===== config.mk =====
export PLATFORM = sky130hd
export DESIGN_NAME = display_scan_controller
export DESIGN_NICKNAME = d
export VERILOG_FILES = /design/src/rtl/display_scan_controller.sv
export SDC_FILE = /design/constraint.sdc
export NUM_CORES = 1
export LEC_CHECK = 0
export CAP_MARGIN = 25
export CORE_ASPECT_RATIO = 1.25
export CORE_MARGIN = 2
export CORE_UTILIZATION = 50
export DETAILED_ROUTE_END_ITERATION = 6
export PLACE_DENSITY = 0.78
export SETUP_SLACK_MARGIN = 0.4
export SYNTH_ARGS = -nofsm -noshare
export SYNTH_HDL_FRONTEND = slang
export SYNTH_SLANG_ARGS = --single-unit

===== constraint.sdc =====
create_clock -name clk -period 3.99 [get_ports clk]
set_clock_uncertainty 0.1 [all_clocks]
set_input_delay 0.9975 -clock clk [delete_from_list [all_inputs] [get_ports clk]]
set_output_delay 0.9975 -clock clk [all_outputs]
set_load 0.005 [all_outputs]

===== src/rtl/display_scan_controller.sv =====
// Multiplexed 4-digit 7-segment scan controller with per-slot blanking, brightness PWM
// and a double-buffered image that is only swapped at frame boundaries.
module display_scan_controller #(
   parameter int CLK_DIV      = 100000,
   parameter int BLANK_CYCLES = 16
) (
   input  logic        clk,
   input  logic        reset,
   input  logic        upd_valid,
   output logic        upd_ready,
   input  logic [27:0] upd_seg,
   input  logic [3:0]  upd_mask,
   input  logic [2:0]  brightness,
   output logic        tic,
   output logic [1:0]  digit_sel,
   output logic [6:0]  CX,
   output logic [7:0]  An,
   output logic        frame_done
);

   localparam int UNIT = (CLK_DIV - BLANK_CYCLES) / 8;
   localparam int CW   = $clog2(CLK_DIV);

   localparam logic [CW-1:0] CNT_LAST = CW'(CLK_DIV - 1);
   localparam logic [CW:0]   BLANK_W  = (CW+1)'(BLANK_CYCLES);

   localparam logic [1:0] ST_BLANK = 2'd0;
   localparam logic [1:0] ST_ON    = 2'd1;
   localparam logic [1:0] ST_OFF   = 2'd2;

   generate
      if (BLANK_CYCLES < 1 || CLK_DIV < BLANK_CYCLES + 8) begin : g_bad_params
         $error("display_scan_controller: need BLANK_CYCLES >= 1 and CLK_DIV >= BLANK_CYCLES + 8");
      end
   endgenerate

   logic [CW-1:0] cnt;
   logic [CW:0]   cnt_inc;
   logic [CW:0]   on_time;
   logic [1:0]    state;
   logic [1:0]    state_nxt;
   logic          slot_end;
   logic          pending;
   logic [27:0]   shadow_seg;
   logic [3:0]    shadow_mask;
   logic [27:0]   active_seg;
   logic [3:0]    active_mask;
   logic          capture;
   logic          show;
   logic [6:0]    cx_sel;

   // Handshake: an image transfers on any cycle where upd_valid and upd_ready are both high;
   // upd_ready is high whenever the shadow buffer holds no image waiting for a frame boundary.
   assign upd_ready = ~pending;
   assign capture   = upd_valid & ~pending;

   assign cnt_inc    = {1'b0, cnt} + (CW+1)'(1);
   assign slot_end   = (cnt == CNT_LAST);
   assign tic        = ~reset & slot_end;
   assign frame_done = tic & (digit_sel == 2'd3);

   // Slot FSM: next state is decided from the count value about to be entered.
   always_comb begin
      state_nxt = state;
      if (slot_end) begin
         state_nxt = ST_BLANK;
      end else if (cnt_inc == BLANK_W) begin
         state_nxt = ST_ON;
      end else if (state == ST_ON && cnt_inc == BLANK_W + on_time) begin
         state_nxt = ST_OFF;
      end
   end

   always_ff @(posedge clk) begin
      if (reset) begin
         cnt       <= '0;
         digit_sel <= 2'd0;
         state     <= ST_BLANK;
         on_time   <= (CW+1)'(UNIT);
      end else begin
         cnt   <= slot_end ? '0 : cnt_inc[CW-1:0];
         state <= state_nxt;
         if (slot_end) begin
            digit_sel <= digit_sel + 2'd1;
         end
         // Brightness is latched once per slot so a mid-slot change waits for the next slot.
         if (cnt == '0) begin
            on_time <= (CW+1)'(UNIT * (int'(brightness) + 1));
         end
      end
   end

   always_ff @(posedge clk) begin
      if (reset) begin
         pending     <= 1'b0;
         shadow_seg  <= {4{7'h7F}};
         shadow_mask <= 4'hF;
         active_seg  <= {4{7'h7F}};
         active_mask <= 4'hF;
      end else if (pending && frame_done) begin
         active_seg  <= shadow_seg;
         active_mask <= shadow_mask;
         pending     <= 1'b0;
      end else if (capture) begin
         shadow_seg  <= upd_seg;
         shadow_mask <= upd_mask;
         pending     <= 1'b1;
      end
   end

   always_comb begin
      cx_sel = 7'h7F;
      case (digit_sel)
         2'd0:    cx_sel = active_seg[6:0];
         2'd1:    cx_sel = active_seg[13:7];
         2'd2:    cx_sel = active_seg[20:14];
         default: cx_sel = active_seg[27:21];
      endcase
   end

   assign show = ~reset & (state == ST_ON) & active_mask[digit_sel];
   assign An   = show ? ~(8'h01 << digit_sel) : 8'hFF;
   assign CX   = show ? cx_sel : 7'h7F;

endmodule


### After elaboration in Yosys (flattened, before gate mapping)

Index checks and enable logic that the tools add are counted.

* register bits: 103
* bits of input ports: 38
* output and inout bits: 20

* add/sub/neg operators: 4
* $mul: 1
* order comparisons: 1
* eq/ne operators: 7
* shifts and indexed selects: 1
* muxes and demuxes: 7
* bitwise logic cells: 9
* reductions and logical operators: 9

Operators with widths (number)
* 7-bit one-hot mux with 3 select lines: 1
* 17-bit by 1-bit adder with 18-bit output (second input constant): 1
* 5-bit by 18-bit adder with 18-bit output (first input constant): 1
* 18-bit equality test: 1
* 18-bit by 5-bit equality test with 1-bit output (second input constant): 1
* 17-bit equality test (second input constant): 1
* 17-bit zero test: 1
* 13-bit by 4-bit multiplier with 17-bit output (first input constant): 1
* 8-bit 2-to-1 mux: 1
* 8-bit NOT: 1
* 1-bit by 2-bit << shifter with 8-bit output (first input constant): 1
* 7-bit 2-to-1 mux: 1
* 1-bit AND: 5
* 3-bit by 1-bit adder with 4-bit output (second input constant): 1
* 2-bit by 1-bit equality test with 1-bit output (second input constant): 2
* 2-bit equality test (second input constant): 2
* 2-bit OR reduction: 2
* 2-bit by 3-bit < comparator with 1-bit output (second input constant): 1
* 1-bit 2-to-1 mux: 3
* 1-bit NOT: 3
* 3-bit OR reduction: 1
* 2-bit by 1-bit adder with 2-bit output (second input constant): 1
* 1-bit binary-select mux with 2-bit select: 1
* 1-bit logical AND: 2
* 3 further kinds: 3

### Longest topological paths before layout

Gate-level depths: netlist of the first run.

* depth after elaboration: 6
* gate-level depth with buffers: 14

### Worst setup path before layout of the first run

No wires, ideal clock.

* path type: input to register
* start: input brightness[0]
* end: register on_time[17]
* library setup time: 122 ps
* arrival: 3959 ps
* path slack: -191 ps
* stages on the path: 14
* path buffers: 1
* cell sequence: clkbuf_1 -> inv_1 -> ha_1 -> ha_1 -> xnor2_1 -> ha_1 -> nor2b_1 -> a221o_1 -> a31oi_1 -> nand2b_1 -> o41ai_1 -> a21oi_1 -> and4b_1 -> a311o_1

* cells in the longest elaborated chain, start to end: 2

RTL lines
* start, declared: line 13 `input logic [2:0] brightness,`
* 3-bit by 1-bit adder with 4-bit output: line 88 `on_time <= (CW+1)'(UNIT * (int'(brightness) + 1));`
* 13-bit by 4-bit multiplier with 17-bit output: line 88
* end signal, assigned: line 79 `on_time <= (CW+1)'(UNIT);`
* end signal, assigned: line 88
* end, declared: line 39 `logic [CW:0] on_time;`

No other way between the ends.
A chain may end at the register's enable or synchronous reset.

### Final worst setup path of the first run

Same ends and word-level chain as after synthesis.

==> qor.csv, run 1 <==
metric;value;unit
outcome;completed;
dr.pass1.iters;5;
num_rows;41;
ir_drop;409.1;µV
r2r_slack;0.77;ns
diodes;0;
insertion_delay;0.35;ns
async_reset_ff_share;0;%
final_nets;720;
antenna_found_initial;0;
dominantRegCellSynth;dfxtp_1;
min_period;3.555;ns
hold_path_end;active_seg[9];
ys_top_cells_by_area;dfxtp_1, nand2_1, mux2i_1, xnor2_1, ha_1;
netlist_instances;618;
cts_buffer_depth;2;
finalSetupTns;0;ns
cpMostUsedCell;nor2_1;
tightest_slew;1.050;ns
critical_path_buf_inv_count;4;
cts_root_buf;clkbuf_16;
slowest_delay;0.34;ns
grt_usage;23.60;%
p_sw;0.6360;mW
crit_slowest_cell;a311o_1;
crit_path_cell_trace;clkdlybuf4s15_1 -> buf_6 -> inv_8 -> ha_4 -> buf_4 -> nor2_1 -> nor2_1 -> ha_1 -> a221o_1 -> a31oi_2 -> nand2b_4 -> o41ai_4 -> a21oi_2 -> nor4_1 -> a311o_1;
slew_viol_final;0;
cts_sinks;102;
gr-total-overflow;0;
port_buffers;53;
ys_seq_area_share;38.95;%
hp-start;active_seg[9];
cts_hold_buf;0;
globalplace.congestion;0.8509;
worst-endpoint-arrival;3.69;ns
max_cap_violations;0;
clockPowerShare;37.3;%
ys_ff_latch;102;
rr_endpoint;state[1];
max_freq;281.3;MHz
area_growth;21.60;%
intPower;1.676;mW
cp_max_fo;4;
synth_edf_count;0;
core_area;10160;µm²
pwr-share-comb;14.8;%
setup_viol;0;
cts_tree;done;
leakage;2.541;nW
hold_viol_final;0;
drc;0;
crit_path_start_kind;input pin;
rsz0062_at_grt;yes;
cp-end-kind;register;
dieHeight;118.5;µm
synth_area;5243;µm²
layout-drive-gt1-share;12.71;%
grt_pass1_wl;21150;µm
synth_cell_types;52;
switching_share;27.51;%
postRouteWirelength;12850;µm
final_util;62.76;%
die_w;95.59;µm
worstSetupPathType;in2reg;
max_slew_margin;30.02;%
clk_pin_slew_worst_paths;0.07;ns
detail_route.wl_per_cell;16.10;µm
drt-initial-drc-count;266;
initial_core_util;51.61;%
grt_start_max_net_pins;62;
dpl.hpwl;9261;µm
r2r-start;cnt[1];
synth_largest_area_cell;dfxtp_1;
power_density;362.7;nW/µm²
fin_crit_sh;89.11;%
ant_nets;0;
die-area;11330;µm²
seq_power_share;48.0;%
critical_path_required;4.12;ns
crit_family;compound AO/OA/AOI/OAI gates;
routed_via_density;5.633;
final_cell_area;6375;µm²
final_common_cell;nand2_1;
h-tree-depth;3;
avgSynthCellArea;8.483;µm²
rr_worst_depth;9;
cts-buffers-inserted;9;
fillers;848;
synth.top_cell.area_share;38.95;%
worst_hold_path_type;reg2reg;
yosysWarnings;0;
grt_pass1_vias;4430;
final_cell_mix;nand2_1, dfxtp_1, clkdlybuf4s50_1;
hold_depth;2;
placed_cell_area;6010;µm²
vias;4495;
io-pin-count;58;
==> synth_stat cells, drive strengths merged, types with 5 or more instances <==
cell	n
ha	18
mux2i	35
xnor2	40
nand3b	12
nor3	16
inv	13
nand3	38
xor2	11
clkbuf	26
nor4	9
nand2	139
nor2	39
buf	19
dfxtp	102
a222oi	7
a211oi	6
o21ai	10
and2	5
nand4	15
a21oi	13
==> layer usage <==
| layer | vias up | share of wire [%] | global-route usage, % |
|---|---|---|---|
| li1 | 2196 | - | - |
| met1 | 2128 | 42 | 28.17 |
| met2 | 135 | 51 | 40.87 |
| met3 | 36 | 4.3 | 4.207 |
| met4 | 0 | 3.4 | 9.643 |
| met5 | - | 0 | 0 |
==> stage by stage <==
stage               power (mW)  worst slack (ns)  hold WS [ns]  cells
floorplan                1.348            0.3591        0.3351    621
global placement         1.440           -0.1039        0.3473    781
detailed placement       1.458           -0.3143        0.3561    781
CTS                      2.316            0.4411        0.3693    797
global route             2.405            0.3844        0.3812    798
finish                   2.312            0.4347        0.3720    798
==> worst max-delay path by stage <==
| stage | startpoint | to | slack (ns) | depth (start not counted) |
|---|---|---|---|---|
| after CTS | cnt[0] | frame_done | 0.44 | 5 |
| after floorplan | brightness[0] | on_time[17] | 0.36 | 14 |
| after global routing | cnt[1] | frame_done | 0.38 | 5 |
| after detailed placement | brightness[1] | on_time[17] | -0.31 | 12 |
| final | brightness[0] | on_time[17] | 0.43 | 15 |
| after global placement | brightness[1] | on_time[17] | -0.10 | 12 |
==> kinds of logic (layout without fill, tap and decap cells) <==
| kind of cell | count (synthesis) | count (layout) | share of synthesized area [%] |
|---|---|---|---|
| muxes | 40 | 40 | 7.971 |
| buffers and inverters | 59 | 107 | 5.083 |
| adders and majority gates | 18 | 18 | 4.296 |
| and+or+nand+nor | 300 | 300 | 28.35 |
| other | 1 | 4 | 0.07153 |
| AOI/OAI and AO/OA | 47 | 47 | 6.611 |
| xor gates and xnor gates | 51 | 51 | 8.664 |
| DFF | 102 | 102 | 38.95 |
==> power by group through the flow <==
| stage | combinational, mW | sequential [mW] | clock [mW] |
|---|---|---|---|
| floorplan | 0.231 | 1.12 | 0 |
| global placement | 0.311 | 1.13 | 0 |
| detailed placement | 0.326 | 1.13 | 0 |
| CTS | 0.337 | 1.11 | 0.871 |
| global route | 0.374 | 1.11 | 0.917 |
| finish | 0.342 | 1.11 | 0.861 |
==> final cells by class <==
class | count | area (µm²) | share of cell area, %
Clock buffer | 10 | 229.0 | 3.592
Clock inverter | 6 | 62.56 | 0.9814
Inverter | 14 | 60.06 | 0.9421
Multi-Input combinational cell | 460 | 3099 | 48.62
Sequential cell | 102 | 2046 | 32.09
Tap cell | 129 | 161.4 | 2.532
Timing Repair Buffer | 77 | 716.9 | 11.25
==> tightest hold or removal path, cell delays in order (launching register included) <==
cell,delay [ns]
dfxtp_1,0.32
nand2_1,0.05
nand3b_1,0.07
==> sequential cells by signal, indices dropped and copies added, names as in the netlist <==
signal,cells
shadow_seg,28
pending,1
shadow_mask,4
digit_sel,2
active_seg,28
state,2
active_mask,4
on_time,16
cnt,17
==> timing repair <==
item                       4_1_cts  5_1_grt
buffers inserted                 0        1
pin swaps                        6        1
cloned                           0        0
setup endpoints to repair       18       13
resized for setup               14       11
hold endpoints to repair         0        0
No activity file was read; power rests on OpenSTA's default activity.
==> run 2: changes to the inputs <==
--- a/config.mk
+++ b/config.mk
@@ -12,6 +12,8 @@
 export DETAILED_ROUTE_END_ITERATION = 6
 export PLACE_DENSITY = 0.78
 export SETUP_SLACK_MARGIN = 0.4
+export SKIP_LAST_GASP = 1
+export SLEW_MARGIN = 20
 export SYNTH_ARGS = -nofsm -noshare
 export SYNTH_HDL_FRONTEND = slang
 export SYNTH_SLANG_ARGS = --single-unit
==> run 2 against run 1 <==
Against the previous run:
- clock power hardly changed
- critical path type unchanged
- flip-flop and latch count unchanged
- combinational power hardly changed
- critical path depth stayed put
==> qor.csv, run 2 (synthesis gave the netlist of run 1 again) <==
metric;value;unit;change
final_cells;799;;was 798
finalSetupTns;0;ns;unchanged
routed_via_density;5.606;;was 5.633
core_area;10160;µm²;unchanged
leakage;2.547;nW;was 2.541 nW
slew_viol_final;0;;unchanged
dpl.hpwl;9261;µm;unchanged
crit_slowest_cell;a311o_1;;unchanged
area_growth;21.81;%;was 21.60%
rr_worst_depth;9;;unchanged
final_common_cell;nand2_1;;unchanged
max_slew_margin;54.60;%;was 30.02%
crit_family;compound AO/OA/AOI/OAI gates;;unchanged
drc;0;;unchanged
worst_hold_path_type;reg2reg;;unchanged
postRouteWirelength;12860;µm;was 12850 µm
intPower;1.676;mW;unchanged
crit_path_start_kind;input pin;;unchanged
cp.depth;15;;unchanged
cp_max_fo;4;;unchanged
cp-end-kind;register;;unchanged
fin_crit_sh;88.70;%;was 89.11%
max_cap_violations;0;;unchanged
cts_tree;done;;unchanged
cts_sinks;102;;unchanged
cts_buffer_depth;2;;unchanged
initial_core_util;51.61;%;unchanged
cts-buffers-inserted;9;;unchanged
outcome;completed;;unchanged
power.total;2.313;mW;was 2.312 mW
diodes;0;;unchanged
dr.pass1.iters;6;;was 5
final_cell_area;6386;µm²;was 6375 µm²
hold_viol_final;0;;unchanged
h-tree-depth;3;;unchanged
insertion_delay;0.35;ns;about the same
final_cell_mix;nand2_1, dfxtp_1, clkdlybuf4s50_1;;unchanged
final_nets;721;;was 720
seq_power_share;47.9;%;was 48.0%
crit_path_cell_trace;clkdlybuf4s15_1 -> buf_6 -> inv_8 -> ha_4 -> buf_4 -> nor2_1 -> nor2_1 -> ha_1 -> a221o_1 -> a31oi_2 -> nand2b_4 -> o41ai_4 -> a21oi_2 -> nor4_1 -> a311o_1;;unchanged
placed_cell_area;6010;µm²;unchanged
cts_hold_buf;0;;unchanged
clockPowerShare;37.3;%;about the same
gr-total-overflow;0;;unchanged
drt-initial-drc-count;265;;was 266
cpMostUsedCell;nor2_1;;unchanged
ir_drop;409.2;µV;was 409.1 µV
rr_endpoint;state[1];;unchanged
cts_root_buf;clkbuf_16;;unchanged
critical_path_buf_inv_count;4;;unchanged
vias;4479;;was 4495
rsz0062_at_grt;yes;;unchanged
grt_usage;23.60;%;unchanged
worstSetupPathType;in2reg;;unchanged
detail_route.wl_per_cell;16.10;µm;about the same
antenna_found_initial;0;;unchanged
num_rows;41;;unchanged
dp.cells;781;;unchanged
top_regs;active_seg x28, shadow_seg x28, cnt x17;;unchanged
die_w;95.59;µm;unchanged
critical_path_required;4.12;ns;about the same
cp-startpoint;brightness[0];;unchanged
min_period;3.539;ns;was 3.555 ns
clk_pin_slew_worst_paths;0.07;ns;about the same
final_util;62.87;%;was 62.76%
globalplace.congestion;0.8509;;unchanged
finalHoldWorstSlack;0.3692;ns;was 0.3720 ns
port_buffers;53;;unchanged
p_sw;0.6374;mW;was 0.6360 mW
finalWorstSetupSlack;0.4507;ns;was 0.4347 ns
ant_nets;0;;unchanged
grt_start_max_net_pins;62;;unchanged
post-place-ws;-0.3143;ns;unchanged
io-pin-count;58;;unchanged
die-area;11330;µm²;unchanged
layout-drive-gt1-share;12.84;%;was 12.71%
r2r-start;cnt[1];;unchanged
pwr-share-comb;14.7;%;was 14.8%
max_freq;282.5;MHz;was 281.3 MHz
grt_pass1_vias;4430;;unchanged
switching_share;27.55;%;was 27.51%
slowest_delay;0.35;ns;was 0.34 ns
dieHeight;118.5;µm;unchanged
tightest_slew;0.6791;ns;was 1.050 ns
power_density;362.3;nW/µm²;was 362.7 nW/µm²
worst-endpoint-arrival;3.67;ns;was 3.69 ns
grt_pass1_wl;21150;µm;unchanged
setup_viol;0;;unchanged
crit_end;on_time[17];;unchanged
r2r_slack;0.77;ns;about the same
==> run 2: metal layers <==
layer	share of wire [%]	GRT usage (%)	vias up
li1	-	-	2197
met4	3.2	9.643	0
met5	0	0	-
met2	51	40.87	132
met3	5.5	4.207	31
met1	40	28.17	2119
==> run 2: area by class of cell <==
class	count	area, µm²
Tap cell	129	161.4
Timing Repair Buffer	78	728.2
Clock inverter	6	62.56
Sequential cell	102	2046
Inverter	14	60.06
Multi-Input combinational cell	460	3099
Fill cell	849	3771
Clock buffer	10	229.0
==> run 2: worst min-delay path by stage <==
stage	depth (start not counted)	end	startpoint	slack, ns
finish	2	active_seg[9]	active_seg[9]	0.37
global route	2	active_seg[9]	active_seg[9]	0.38
CTS	2	active_seg[9]	active_seg[9]	0.37
detailed placement	2	active_seg[11]	active_seg[11]	0.36
global placement	2	active_mask[2]	active_mask[2]	0.35
floorplan	2	active_mask[2]	active_mask[2]	0.34
==> run 2: worst register-to-register path: stages, from the launching register on <==
cell and delay, ns:
dfxtp_1 0.45, ha_1 0.29, nand4_2 0.29, nor4_1 0.42, xnor2_1 0.24, xnor2_1 0.17, a2111oi_4 0.28, nand4_1 0.13
or4_1 0.54, a211oi_2 0.22
==> run 2: power by group through the flow <==
stage | Clock (mW) | Sequential, mW | Combinational, mW
floorplan | 0 | 1.12 | 0.231
global placement | 0 | 1.13 | 0.311
detailed placement | 0 | 1.13 | 0.326
CTS | 0.871 | 1.11 | 0.337
global route | 0.917 | 1.11 | 0.374
finish | 0.863 | 1.11 | 0.341
==> run 2: timing repair <==
item	CTS	global route
setup endpoints to repair	18	13
gates resized for setup	14	11
pin swaps	6	1
buffers inserted	0	1
==> run 3: changes to the inputs <==
--- a/config.mk
+++ b/config.mk
@@ -10,6 +10,7 @@
 export CORE_MARGIN = 2
 export CORE_UTILIZATION = 50
 export DETAILED_ROUTE_END_ITERATION = 6
+export GPL_TIMING_DRIVEN = 0
 export PLACE_DENSITY = 0.78
 export SETUP_SLACK_MARGIN = 0.4
 export SKIP_LAST_GASP = 1
==> run 3 against run 2 <==
Against the previous run:
- total power is 2.0% higher
- first-iteration DRC count is 11% higher
- combinational power is 4% higher
- worst hold slack better by 0.0029 ns
- core utilization is 2.0 points higher
- maximum frequency is 0.99% lower
- design area is 3.1% higher
- flip-flop and latch count stayed put
- critical path type unchanged
==> qor.csv, run 3 (synthesis gave the netlist of run 1 again) <==
metric;value;unit;change
outcome;completed;;unchanged
seq_power_share;46.9;%;was 47.9%
ir_drop;256.1;µV;was 409.2 µV
setup_viol;0;;unchanged
dieHeight;118.5;µm;unchanged
power_density;358.5;nW/µm²;was 362.3 nW/µm²
diodes;0;;unchanged
post-place-ws;-0.4300;ns;was -0.3143 ns
grt_usage;24.17;%;was 23.60%
gr-total-overflow;0;;unchanged
cts-buffers-inserted;9;;unchanged
intPower;1.733;mW;was 1.676 mW
final_cell_area;6585;µm²;was 6386 µm²
final_common_cell;nand2_1;;unchanged
h-tree-depth;3;;unchanged
die_w;95.59;µm;unchanged
max_slew_margin;43.84;%;was 54.60%
port_buffers;53;;unchanged
min_period;3.575;ns;was 3.539 ns
die-area;11330;µm²;unchanged
worst_hold_path_type;reg2reg;;unchanged
finalWorstSetupSlack;0.4154;ns;was 0.4507 ns
r2r_slack;0.84;ns;was 0.77 ns
cts_root_buf;clkbuf_16;;unchanged
routed_via_density;5.581;;was 5.606
drc;0;;unchanged
clockPowerShare;38.2;%;was 37.3%
final_nets;758;;was 721
ant_nets;0;;unchanged
layout-drive-gt1-share;13.44;%;was 12.84%
switching_share;26.59;%;was 27.55%
leakage;2.634;nW;was 2.547 nW
final_cells;836;;was 799
cts_buffer_depth;2;;unchanged
core_area;10160;µm²;unchanged
fin_crit_sh;89.59;%;was 88.70%
cp-startpoint;brightness[0];;unchanged
antenna_found_initial;0;;unchanged
tightest_slew;0.8347;ns;was 0.6791 ns
cp_max_fo;4;;unchanged
cp-end-kind;register;;unchanged
crit_path_start_kind;input pin;;unchanged
rsz0062_at_grt;yes;;unchanged
io-pin-count;58;;unchanged
num_rows;41;;unchanged
rr_endpoint;state[1];;unchanged
grt_pass1_vias;4695;;was 4430
globalplace.congestion;0.9007;;was 0.8509
grt_pass1_wl;21560;µm;was 21150 µm
critical_path_required;4.13;ns;was 4.12 ns
finalHoldWorstSlack;0.3721;ns;was 0.3692 ns
hold_viol_final;0;;unchanged
crit_end;on_time[17];;unchanged
cts_sinks;102;;unchanged
final_cell_mix;nand2_1, dfxtp_1, clkdlybuf4s50_1;;unchanged
pwr-share-comb;14.9;%;was 14.7%
slew_viol_final;0;;unchanged
dp.cells;803;;was 781
postRouteWirelength;13510;µm;was 12860 µm
vias;4666;;was 4479
worstSetupPathType;in2reg;;unchanged
dr.pass1.iters;7;;was 6
area_growth;25.61;%;was 21.81%
initial_core_util;51.61;%;unchanged
max_freq;279.8;MHz;was 282.5 MHz
placed_cell_area;6046;µm²;was 6010 µm²
cts_tree;done;;unchanged
top_regs;active_seg x28, shadow_seg x28, cnt x17;;unchanged
max_cap_violations;0;;unchanged
detail_route.wl_per_cell;16.16;µm;was 16.10 µm
insertion_delay;0.35;ns;about the same
dpl.hpwl;9825;µm;was 9261 µm
clk_pin_slew_worst_paths;0.07;ns;about the same
worst-endpoint-arrival;3.72;ns;was 3.67 ns
grt_start_max_net_pins;19;;was 62
drt-initial-drc-count;293;;was 265
p_sw;0.6278;mW;was 0.6374 mW
r2r-start;cnt[1];;unchanged
rr_worst_depth;9;;unchanged
[run 3: cell types whose count changed in the layout (fill, tap and decap cells not counted), moves of 2 or more]
cell,before,now
buf_6,2,0
dfxtp_2,3,1
clkinvlp_4,0,2
buf_1,0,5
inv_6,3,1
buf_2,0,4
nor4_2,2,0
clkdlybuf4s15_1,2,0
buf_4,22,28
clkbuf_1,1,23
[run 3: timing repair]
item / in CTS / in global routing
setup buffers: 13 / 4
resized for setup: 17 / 20
hold buffers: 0 / 0
endpoints found under the setup margin: 17 / 14
pin swaps: 6 / 8
[run 3: worst min-delay path by stage]
stage                         from              to  slack [ns]  depth (start not counted)
floorplan           active_mask[2]  active_mask[2]        0.34                          2
global placement    active_mask[2]  active_mask[2]        0.35                          2
detailed placement  active_seg[25]  active_seg[25]        0.36                          2
CTS                 active_seg[25]  active_seg[25]        0.37                          2
global route        active_seg[22]  active_seg[22]        0.39                          2
finish              active_seg[25]  active_seg[25]        0.37                          2
[run 3: worst max-delay path, stage by stage]
cell and delay (ns):
buf_8 0.08, clkbuf_16 0.13, clkinv_8 0.05, ha_4 0.29, ha_4 0.20, xnor2_2 0.15
ha_2 0.21, nor2b_4 0.17, a221o_1 0.16, a31oi_2 0.11, nand2b_4 0.17, o41ai_4 0.40
a21oi_2 0.11, and4b_1 0.19, a311o_1 0.27
[run 3: through the flow]
| stage | total power [mW] | TNS, ns | util, % |
|---|---|---|---|
| 6_report | 2.361 | 0 | 64.83 |
| 3_3_place_gp | 1.434 | -1.347 | 59.52 |
| 3_5_place_dp | 1.447 | -1.674 | 59.52 |
| 4_1_cts | 2.357 | 0 | 64.07 |
| 5_1_grt | 2.454 | 0 | 64.83 |
| 2_1_floorplan | 1.348 | 0 | - |
[run 3: per-layer routing]
layer	wire length [µm]	track usage, %	part of all wire, %	up-vias
li1	-	-	-	2277
met1	5236	26.55	39	2162
met2	7033	43.58	52	173
met3	620	2.932	4.6	54
met4	617	13.39	4.6	0
met5	0	0	0	-
[run 3: power groups by stage]
stage                     sequential, mW  combinational, mW  clock (mW)
after global routing                1.11              0.384       0.959
after global placement              1.13              0.307           0
after floorplan                     1.12              0.231           0
final                               1.11              0.353       0.902
after CTS                           1.11              0.335       0.916
after detailed placement            1.13              0.317           0
[run 3: final cells by class]
type / instances / area, µm²
buffer: 45 / 246.5
timing repair buffer: 70 / 651.9
inverter: 14 / 66.31
clock buffer: 9 / 225.2
sequential: 102 / 2047
fill: 811 / 3572
clock inverter: 7 / 82.58
multi-input combinational: 460 / 3104
tap: 129 / 161.4
